<file path="src/rtl/dmem_bus_pkg.sv">
// rtl/dmem_bus_pkg.sv - shared types and constants for the data-memory bus arbiter
package dmem_bus_pkg;

  typedef enum logic [1:0] {
    IDLE     = 2'd0,
    ISSUE    = 2'd1,
    WAIT_RSP = 2'd2
  } arb_state_e;

  typedef logic master_id_t;

  localparam logic [31:0] BUS_ERR_DATA = 32'hDEAD_BEEF;

endpackage

</file>
<file path="src/rtl/rr_arb2.sv">
// rtl/rr_arb2.sv - combinational two-way round-robin pick
module rr_arb2
  import dmem_bus_pkg::*;
(
  input  logic [1:0] req,
  input  logic       last_grant,
  output logic       grant_id,
  output logic       grant_vld
);

  always_comb begin
    grant_vld = |req;
    // On contention the master that was not served last wins.
    if (req[0] && req[1]) begin
      grant_id = ~last_grant;
    end else begin
      grant_id = req[1];
    end
  end

endmodule

</file>
<file path="src/rtl/dmem_bus_arbiter.sv">
// rtl/dmem_bus_arbiter.sv - shares one data-memory/MMIO slave port between the LSU (M0) and debug port (M1)
module dmem_bus_arbiter
  import dmem_bus_pkg::*;
#(
  parameter int AW          = 32,
  parameter int TIMEOUT_CYC = 64
) (
  input  logic          i_clk,
  input  logic          rst,
  input  logic          i_m0_req,
  input  logic          i_m0_we,
  input  logic [AW-1:0] i_m0_addr,
  input  logic [31:0]   i_m0_wdata,
  input  logic [3:0]    i_m0_be,
  output logic          o_m0_gnt,
  output logic          o_m0_rvalid,
  output logic [31:0]   o_m0_rdata,
  input  logic          i_m1_req,
  input  logic          i_m1_we,
  input  logic [AW-1:0] i_m1_addr,
  input  logic [31:0]   i_m1_wdata,
  input  logic [3:0]    i_m1_be,
  output logic          o_m1_gnt,
  output logic          o_m1_rvalid,
  output logic [31:0]   o_m1_rdata,
  output logic          o_mem_req,
  output logic          o_mem_we,
  output logic [AW-1:0] o_mem_addr,
  output logic [31:0]   o_mem_wdata,
  output logic [3:0]    o_mem_be,
  input  logic          i_mem_gnt,
  input  logic          i_mem_rvalid,
  input  logic [31:0]   i_mem_rdata,
  output logic          o_busy,
  output logic          o_timeout
);

  localparam int WDW = (TIMEOUT_CYC > 0) ? $clog2(TIMEOUT_CYC + 1) : 1;
  localparam logic [WDW-1:0] WDOG_LAST = WDW'((TIMEOUT_CYC > 0) ? TIMEOUT_CYC - 1 : 0);

  arb_state_e    state_q, state_d;
  master_id_t    last_grant_q, last_grant_d;
  master_id_t    lat_id_q, lat_id_d;
  logic          lat_we_q, lat_we_d;
  logic [AW-1:0] lat_addr_q, lat_addr_d;
  logic [31:0]   lat_wdata_q, lat_wdata_d;
  logic [3:0]    lat_be_q, lat_be_d;
  logic [WDW-1:0] wdog_q, wdog_d;
  logic [1:0]    rvalid_q, rvalid_d;
  logic [31:0]   rdata_q, rdata_d;
  logic          timeout_q, timeout_d;

  logic [1:0]    m_gnt;
  logic          complete;
  logic [31:0]   cpl_data;
  master_id_t    pick_id;
  logic          pick_vld;

  rr_arb2 u_rr_arb2 (
    .req        ({i_m1_req, i_m0_req}),
    .last_grant (last_grant_q),
    .grant_id   (pick_id),
    .grant_vld  (pick_vld)
  );

  always_comb begin
    state_d      = state_q;
    last_grant_d = last_grant_q;
    lat_id_d     = lat_id_q;
    lat_we_d     = lat_we_q;
    lat_addr_d   = lat_addr_q;
    lat_wdata_d  = lat_wdata_q;
    lat_be_d     = lat_be_q;
    wdog_d       = wdog_q;
    rvalid_d     = 2'b00;
    rdata_d      = rdata_q;
    timeout_d    = timeout_q;
    m_gnt        = 2'b00;
    complete     = 1'b0;
    cpl_data     = 32'h0;

    case (state_q)
      IDLE: begin
        wdog_d = '0;
        if (rst && pick_vld) begin
          m_gnt[pick_id] = 1'b1;
          lat_id_d       = pick_id;
          last_grant_d   = pick_id;
          lat_we_d       = pick_id ? i_m1_we    : i_m0_we;
          lat_addr_d     = pick_id ? i_m1_addr  : i_m0_addr;
          lat_wdata_d    = pick_id ? i_m1_wdata : i_m0_wdata;
          lat_be_d       = pick_id ? i_m1_be    : i_m0_be;
          state_d        = ISSUE;
        end
      end
      ISSUE: begin
        if (i_mem_gnt) begin
          if (lat_we_q) begin
            complete = 1'b1;
          end else if (i_mem_rvalid) begin
            complete = 1'b1;
            cpl_data = i_mem_rdata;
          end else begin
            state_d = WAIT_RSP;
          end
        end
      end
      WAIT_RSP: begin
        if (i_mem_rvalid) begin
          complete = 1'b1;
          cpl_data = i_mem_rdata;
        end
      end
      default: state_d = IDLE;
    endcase

    if (state_q == ISSUE || state_q == WAIT_RSP) begin
      wdog_d = (wdog_q == '1) ? wdog_q : wdog_q + 1'b1;
      // A completion seen on the last watchdog cycle still counts as success.
      if (complete) begin
        rvalid_d[lat_id_q] = 1'b1;
        rdata_d            = cpl_data;
        wdog_d             = '0;
        state_d            = IDLE;
      end else if (TIMEOUT_CYC != 0 && wdog_q == WDOG_LAST) begin
        rvalid_d[lat_id_q] = 1'b1;
        rdata_d            = BUS_ERR_DATA;
        timeout_d          = 1'b1;
        wdog_d             = '0;
        state_d            = IDLE;
      end
    end
  end

  always_ff @(posedge i_clk) begin
    if (!rst) begin
      state_q      <= IDLE;
      last_grant_q <= 1'b1;
      lat_id_q     <= 1'b0;
      lat_we_q     <= 1'b0;
      lat_addr_q   <= '0;
      lat_wdata_q  <= '0;
      lat_be_q     <= '0;
      wdog_q       <= '0;
      rvalid_q     <= 2'b00;
      rdata_q      <= '0;
      timeout_q    <= 1'b0;
    end else begin
      state_q      <= state_d;
      last_grant_q <= last_grant_d;
      lat_id_q     <= lat_id_d;
      lat_we_q     <= lat_we_d;
      lat_addr_q   <= lat_addr_d;
      lat_wdata_q  <= lat_wdata_d;
      lat_be_q     <= lat_be_d;
      wdog_q       <= wdog_d;
      rvalid_q     <= rvalid_d;
      rdata_q      <= rdata_d;
      timeout_q    <= timeout_d;
    end
  end

  assign o_m0_gnt    = m_gnt[0];
  assign o_m1_gnt    = m_gnt[1];
  assign o_m0_rvalid = rvalid_q[0];
  assign o_m1_rvalid = rvalid_q[1];
  assign o_m0_rdata  = rvalid_q[0] ? rdata_q : 32'h0;
  assign o_m1_rdata  = rvalid_q[1] ? rdata_q : 32'h0;
  assign o_mem_req   = (state_q == ISSUE);
  assign o_mem_we    = lat_we_q;
  assign o_mem_addr  = lat_addr_q;
  assign o_mem_wdata = lat_wdata_q;
  assign o_mem_be    = lat_be_q;
  assign o_busy      = (state_q != IDLE);
  assign o_timeout   = timeout_q;

endmodule

</file>
<file path="config.mk">
export PLATFORM = sky130hd
export DESIGN_NAME = dmem_bus_arbiter
export DESIGN_NICKNAME = d
export VERILOG_FILES = /design/src/rtl/dmem_bus_pkg.sv /design/src/rtl/rr_arb2.sv /design/src/rtl/dmem_bus_arbiter.sv
export SDC_FILE = /design/constraint.sdc
export NUM_CORES = 1
export LEC_CHECK = 0
export ABC_AREA = 1
export BUFFER_PORTS_ARGS = -buffer_cell sky130_fd_sc_hd__buf_2
export CAP_MARGIN = 20
export CORE_AREA = 5 5 120 122
export DETAILED_ROUTE_END_ITERATION = 16
export DIE_AREA = 0 0 125 127
export PLACE_DENSITY = 0.76
export REMOVE_ABC_BUFFERS = 1
export SYNTH_ARGS = -nofsm -noshare
export SYNTH_HDL_FRONTEND = slang
export SYNTH_SLANG_ARGS = --single-unit
</file>
<file path="constraint.sdc">
create_clock -name i_clk -period 2.2 [get_ports i_clk]
set_input_delay 0.44 -clock i_clk [delete_from_list [all_inputs] [get_ports i_clk]]
set_output_delay 0.44 -clock i_clk [all_outputs]
set_load 0.03 [all_outputs]
</file>
==> results of run 1 <==
==> final timing paths <==
| check | start | to | slack [ns] | cells past startpoint |
|---|---|---|---|---|
| max | state_q[1] | o_m1_gnt | 0.15 | 5 |
| min | i_mem_rdata[17] | rdata_q[17] | 0.25 | 3 |
| max reg2reg | state_q[1] | state_q[1] | 0.31 | 11 |
| min reg2reg | lat_id_q | rvalid_q[0] | 0.43 | 1 |
==> power by group <==
part / switching, mW / total, mW / internal (mW)
Sequential: 0.0935 / 2.35 / 2.26
Clock: 0.922 / 2.48 / 1.56
Combinational: 0.910 / 1.35 / 0.442
==> per-layer routing <==
metal	global-route usage (%)	wire, um	vias up
met5	0	49	-
met4	11.5	680	8
met3	8.81	1970	54
met2	38.8	9050	319
met1	24.6	6970	2675
li1	-	-	3140
==> stage by stage <==
stage / instances / hold slack [ns] / util [%] / power [mW] / cell area, sq um
floorplan: 762 / 0.410 / - / 3.18 / 5120
global placement: 1266 / 0.415 / 53.9 / 3.73 / 7060
detailed placement: 1266 / 0.420 / 53.9 / 3.74 / 7060
CTS: 1298 / 0.230 / 58.0 / 6.25 / 7590
global route: 1298 / 0.249 / 58.0 / 6.48 / 7590
finish: 1299 / 0.252 / 58.1 / 6.19 / 7600
==> state kept, by name, summed over array words and instances (netlist names) <==
signal	cells
o_mem_addr	32
o_mem_wdata	32
rdata_q	32
wdog_q	7
o_mem_be	4
rvalid_q	2
state_q	2
last_grant_q	1
lat_id_q	1
o_mem_we	1
o_timeout	1
==> cells by family (layout without fill, tap and decap cells) <==
group | Yosys count | count (layout) | synth area share (%)
simple gates | 444 | 444 | 33.2
fa+ha+maj | 5 | 5 | 1.16
flops | 115 | 115 | 42.8
xor+xnor | 1 | 1 | 0.163
other cells | 0 | 1 | 0
buf+inv | 140 | 451 | 11.0
compound gates | 106 | 106 | 11.6
==> synthesized netlist by cell type (all sizes together) <==
library cell / n
buf: 30
nand3b: 1
dfxtp: 115
nor3: 5
o21ai: 17
ha: 5
and3: 1
nand2: 368
nand3: 32
nor2: 37
inv: 91
xnor2: 1
a21oi: 18
a31oi: 69
a211oi: 2
clkbuf: 19
==> critical path, delay by kind of cell, from the launching register on <==
kind / cells / cell delay (ns)
adder cells (fa/ha/maj): 1 / 0.20
flip-flops: 1 / 0.33
AND/OR/NAND/NOR: 2 / 0.34
buffers and inverters: 2 / 0.35
==> final cells by class <==
class,instances,area (sq um)
timing repair buffer,328,1710
antenna,1,2.50
sequential,115,2300
inverter,91,342
multi-input combinational,556,2480
clock buffer,21,450
tap,176,220
clock inverter,11,87.6
fill,1237,5490
==> results_dict.tcl, run 1 <==
set metrics [dict create \
    setup_viol 0 \
    worst_path_fanout_max 4 \
    vias_per_cell 4.77 \
    synth.lib_cells_used.distinct 27 \
    grt_overflow 0 \
    worst_case_setup_margin_in_the_final_layout_ns 0.154 \
    finalClockSkew_ns 0.00958 \
    cp_slowest_cell "sky130_fd_sc_hd__dfxtp_1" \
    routed_wirelength_um 18700 \
    cts-buffers-inserted 17 \
    holdCritPathClass "in2reg" \
    antenna_left 0 \
    drcViolationCount 0 \
    mostFrequentLayoutCell "sky130_fd_sc_hd__nand2_1" \
    synth_top_area_share_pct 42.8 \
    final-max-slew-violation-count 0 \
    final.setup.tns_ns 0 \
    drt_first_pass_iters 5 \
    final_critical_period_ns 2.05 \
    most-common-layout-cells "sky130_fd_sc_hd__nand2_1, sky130_fd_sc_hd__buf_2, sky130_fd_sc_hd__dfxtp_1, sky130_fd_sc_hd__inv_1, sky130_fd_sc_hd__a31oi_1" \
    final.period_utilization_pct 93.0 \
    cts_htree_levels 4 \
    ys_warn_count 0 \
    drt-initial-drc-count 399 \
    max_stage_delay_ns 0.33 \
    synthCells 811 \
    dieArea_sq_um 15900 \
    yosys-top-cells-area "sky130_fd_sc_hd__dfxtp_1, sky130_fd_sc_hd__nand2_1, sky130_fd_sc_hd__a31oi_1, sky130_fd_sc_hd__inv_1, sky130_fd_sc_hd__nand3_1" \
    clk_latency_ns 0.41 \
    grt_pass1_vias 5889 \
    area_of_the_mapped_netlist_sq_um 5380 \
    area_delta_synth_final_pct 41.3 \
    finalWeightedCongestion 0.881 \
    synth-seq-area-share_pct 42.8 \
    worstPathRequired_ns 1.76 \
    rsz_0062_raised_after_global_routing "no" \
    post_synth.cell_area_avg_sq_um 6.63 \
    postCtsSetupBuffers 0 \
    worst-endpoint-arrival_ns 1.61 \
    vdd_ir_drop_max_mv 0.473 \
    number_of_flip_flops_and_latches_in_the_synthesized_netlist 115 \
    buffer_ports.inserted 315 \
    pin_count 316 \
    root_buffer "sky130_fd_sc_hd__clkbuf_16" \
    max_slew_margin_pct 39.6 \
    hpwlAfterDp_um 14100 \
    maximum_number_of_pins_on_one_net_before_global_route_repair 78 \
    post-place-ws_ns 0.335 \
    clock_sinks 115 \
    power.static_leakage_nw 4.31 \
    cts_hold_buffers 0 \
    antenna_found_initial 4 \
    maxCapViolations 0 \
    die_width_um 125 \
    rows 42 \
    postCtsResizedCells 0 \
    grt_usage_pct 22.7 \
    criticalPathCategory "reg2out" \
    path_cells "inv_1 -> ha_1 -> nand2_2 -> nor2_4 -> buf_2" \
    wire_per_inst_um 14.4 \
    yosys.area.top_type "sky130_fd_sc_hd__dfxtp_1" \
    finalNetCount 1290 \
    endpoint_kind "primary output" \
    cts.reportedPaths.clkPinSlew_ns 0.05 \
    num_vias 6196 \
    status "completed" \
    global_route_wire_length_before_repair_um 29000 \
    critical_path_start_type "register" \
    fmax_mhz 489 \
    initial_core_utilization_pct 41.1 \
    report.final.hold_viol_count 0 \
    worst_slew_pin_slew_ns 0.906 \
    clock_path_buffers 2 \
    proportion_of_layout_cells_with_a_drive_suffix_above_1_pct 33.0 \
    floorplan.core_area_sq_um 13100 \
    die_y_um 127 \
    power_density_over_the_cells_nw_per_um2 814 \
    tritoncts "done" \
]
Note: power is estimated with default switching activity, not from simulation.
==> inputs of run 2 (changes only) <==
==> constraint.sdc (replaced) <==
create_clock -name i_clk -period 2.2 [get_ports i_clk]
set_input_delay 0.44 -clock i_clk [delete_from_list [all_inputs] [get_ports i_clk]]
set_output_delay 0.44 -clock i_clk [all_outputs]
set_load 0.005 [all_outputs]
==> results_dict.tcl, run 2 (synthesized netlist as in run 1, its figures left out) <==
set metrics [dict create \
    grt_overflow 0 \
    p_int_mw 4.72 \
    criticalPathCategory "reg2out" \
    grt_pass1_vias 5760 \
    mostFrequentLayoutCell "sky130_fd_sc_hd__nand2_1" \
    vias_per_cell 4.73 \
    vdd_ir_drop_max_mv 0.427 \
    final-max-slew-violation-count 0 \
    tritoncts "done" \
    rows 42 \
    final_critical_period_ns 1.95 \
    power.static_leakage_nw 4.35 \
    root_buffer "sky130_fd_sc_hd__clkbuf_16" \
    clock_path_buffers 2 \
    drt-initial-drc-count 323 \
    antenna_found_initial 4 \
    critical_path_start_type "register" \
    drt_first_pass_iters 5 \
    floorplan.core_area_sq_um 13100 \
    buffer_ports.inserted 315 \
    dieArea_sq_um 15900 \
    proportion_of_layout_cells_with_a_drive_suffix_above_1_pct 33.2 \
    power.switching_fraction_pct 26.5 \
    postCtsResizedCells 0 \
    initial_core_utilization_pct 41.1 \
    global_route_wire_length_before_repair_um 29100 \
    grt_usage_pct 22.4 \
    post-place-ws_ns 0.291 \
    finalWeightedCongestion 0.854 \
    min_from "i_mem_rdata[17]" \
    drcViolationCount 0 \
    antenna_left 0 \
    pin_count 316 \
    status "completed" \
    finalNetCount 1291 \
    routed_wirelength_um 18700 \
    wire_per_inst_um 14.4 \
    critPathBufInv 2 \
    fmax_mhz 513 \
    rsz_0062_raised_after_global_routing "no" \
    most-common-layout-cells "sky130_fd_sc_hd__nand2_1, sky130_fd_sc_hd__buf_2, sky130_fd_sc_hd__dfxtp_1, sky130_fd_sc_hd__inv_1, sky130_fd_sc_hd__a31oi_1" \
    holdCritPathClass "in2reg" \
    power_density_over_the_cells_nw_per_um2 834 \
    maximum_number_of_pins_on_one_net_before_global_route_repair 78 \
    report.final.hold_viol_count 0 \
    timing.critical_path.from "state_q[0]" \
    area_delta_synth_final_pct 43.2 \
    rr_startpoint "state_q[1]" \
    cts.reportedPaths.clkPinSlew_ns 0.05 \
    endpoint_kind "primary output" \
    finalClockSkew_ns 0.00789 \
    insertedDiodeCount 0 \
    worst-endpoint-arrival_ns 1.51 \
    pwr-share-comb_pct 16.4 \
    num_vias 6142 \
    maxCapViolations 0 \
    die_width_um 125 \
    timing.critical_path.max_delay_family "flip-flops" \
    path_cells "inv_1 -> ha_1 -> nand2_2 -> nor2_4 -> buf_2" \
    worst_case_setup_margin_in_the_final_layout_ns 0.251 \
    die_y_um 127 \
    cts_htree_levels 4 \
    n_fill_cell 1274 \
    cts-buffers-inserted 17 \
    share_seq_of_total_power_pct 36.6 \
    max_stage_delay_ns 0.33 \
    p_sw_mw 1.70 \
    max_slew_margin_pct 39.7 \
    final.period_utilization_pct 88.6 \
    worstPathRequired_ns 1.76 \
    worst_slew_pin_slew_ns 0.905 \
    clock_sinks 115 \
    setup_viol 0 \
    clockPowerShare_pct 47.0 \
    worst_path_fanout_max 5 \
    clk_latency_ns 0.40 \
    hpwlAfterDp_um 14000 \
    finalPower_mw 6.42 \
    cp_slowest_cell "sky130_fd_sc_hd__dfxtp_1" \
]
[run 2: cell count changes in the layout (fill, tap and decap cells not counted), sizes merged]
| cell | previous run | this run |
|---|---|---|
| buf | 328 | 329 |
| bufinv | 1 | 5 |
| clkbuf | 21 | 19 |
| clkinv | 7 | 3 |
| clkinvlp | 3 | 4 |
| diode | 1 | 0 |
[run 2: what timing repair did]
item                                    in CTS  in global routing
hold buffers                                 0                  0
endpoints found under the setup margin       0                  1
setup buffers                                0                  3
[run 2: power groups by stage]
| stage | registers (mW) | logic [mW] | clock network (mW) |
|---|---|---|---|
| final | 2.35 | 1.05 | 3.02 |
| after floorplan | 2.40 | 0.502 | 0 |
| after global placement | 2.39 | 1.04 | 0 |
| after CTS | 2.35 | 1.05 | 3.07 |
| after detailed placement | 2.39 | 1.05 | 0 |
| after global routing | 2.37 | 1.16 | 3.16 |
[run 2: final cells by class]
class                      count  area (sq um)  area share [%]
sequential                   115          2300            29.9
clock inverter                12           206            2.68
inverter                      91           342            4.44
clock buffer                  19           443            5.75
timing repair buffer         329          1710            22.2
multi-input combinational    556          2480            32.2
tap                          176           220            2.86
[run 2: per-stage QoR]
step / setup TNS [ns] / hold WS, ns / instances / utilization, % / instance area, sq um
4_1_cts: 0 / 0.247 / 1295 / 58.7 / 7680
2_1_floorplan: -52.98 / 0.410 / 762 / - / 5120
5_1_grt: 0 / 0.269 / 1298 / 58.8 / 7700
3_3_place_gp: 0 / 0.415 / 1264 / 53.7 / 7030
3_5_place_dp: 0 / 0.419 / 1264 / 53.7 / 7030
6_report: 0 / 0.265 / 1298 / 58.8 / 7700
[run 2: worst paths after layout]
path	to	slack (ns)	cells past startpoint
max	o_m1_gnt	0.25	5
min	rdata_q[17]	0.26	3
max reg2reg	state_q[1]	0.29	11
min reg2reg	rvalid_q[0]	0.43	1
[run 2: layer usage]
layer  GRT usage [%]  wire, um
met1            25.1      7300
met2            39.1      8990
met3            7.68      1810
met4            9.18       574
met5               0        45
[run 2: worst min-delay path: cells and delay by family]
family | cells | cell delay (ns)
buffers and inverters | 1 | 0.07
and+or+nand+nor | 2 | 0.11
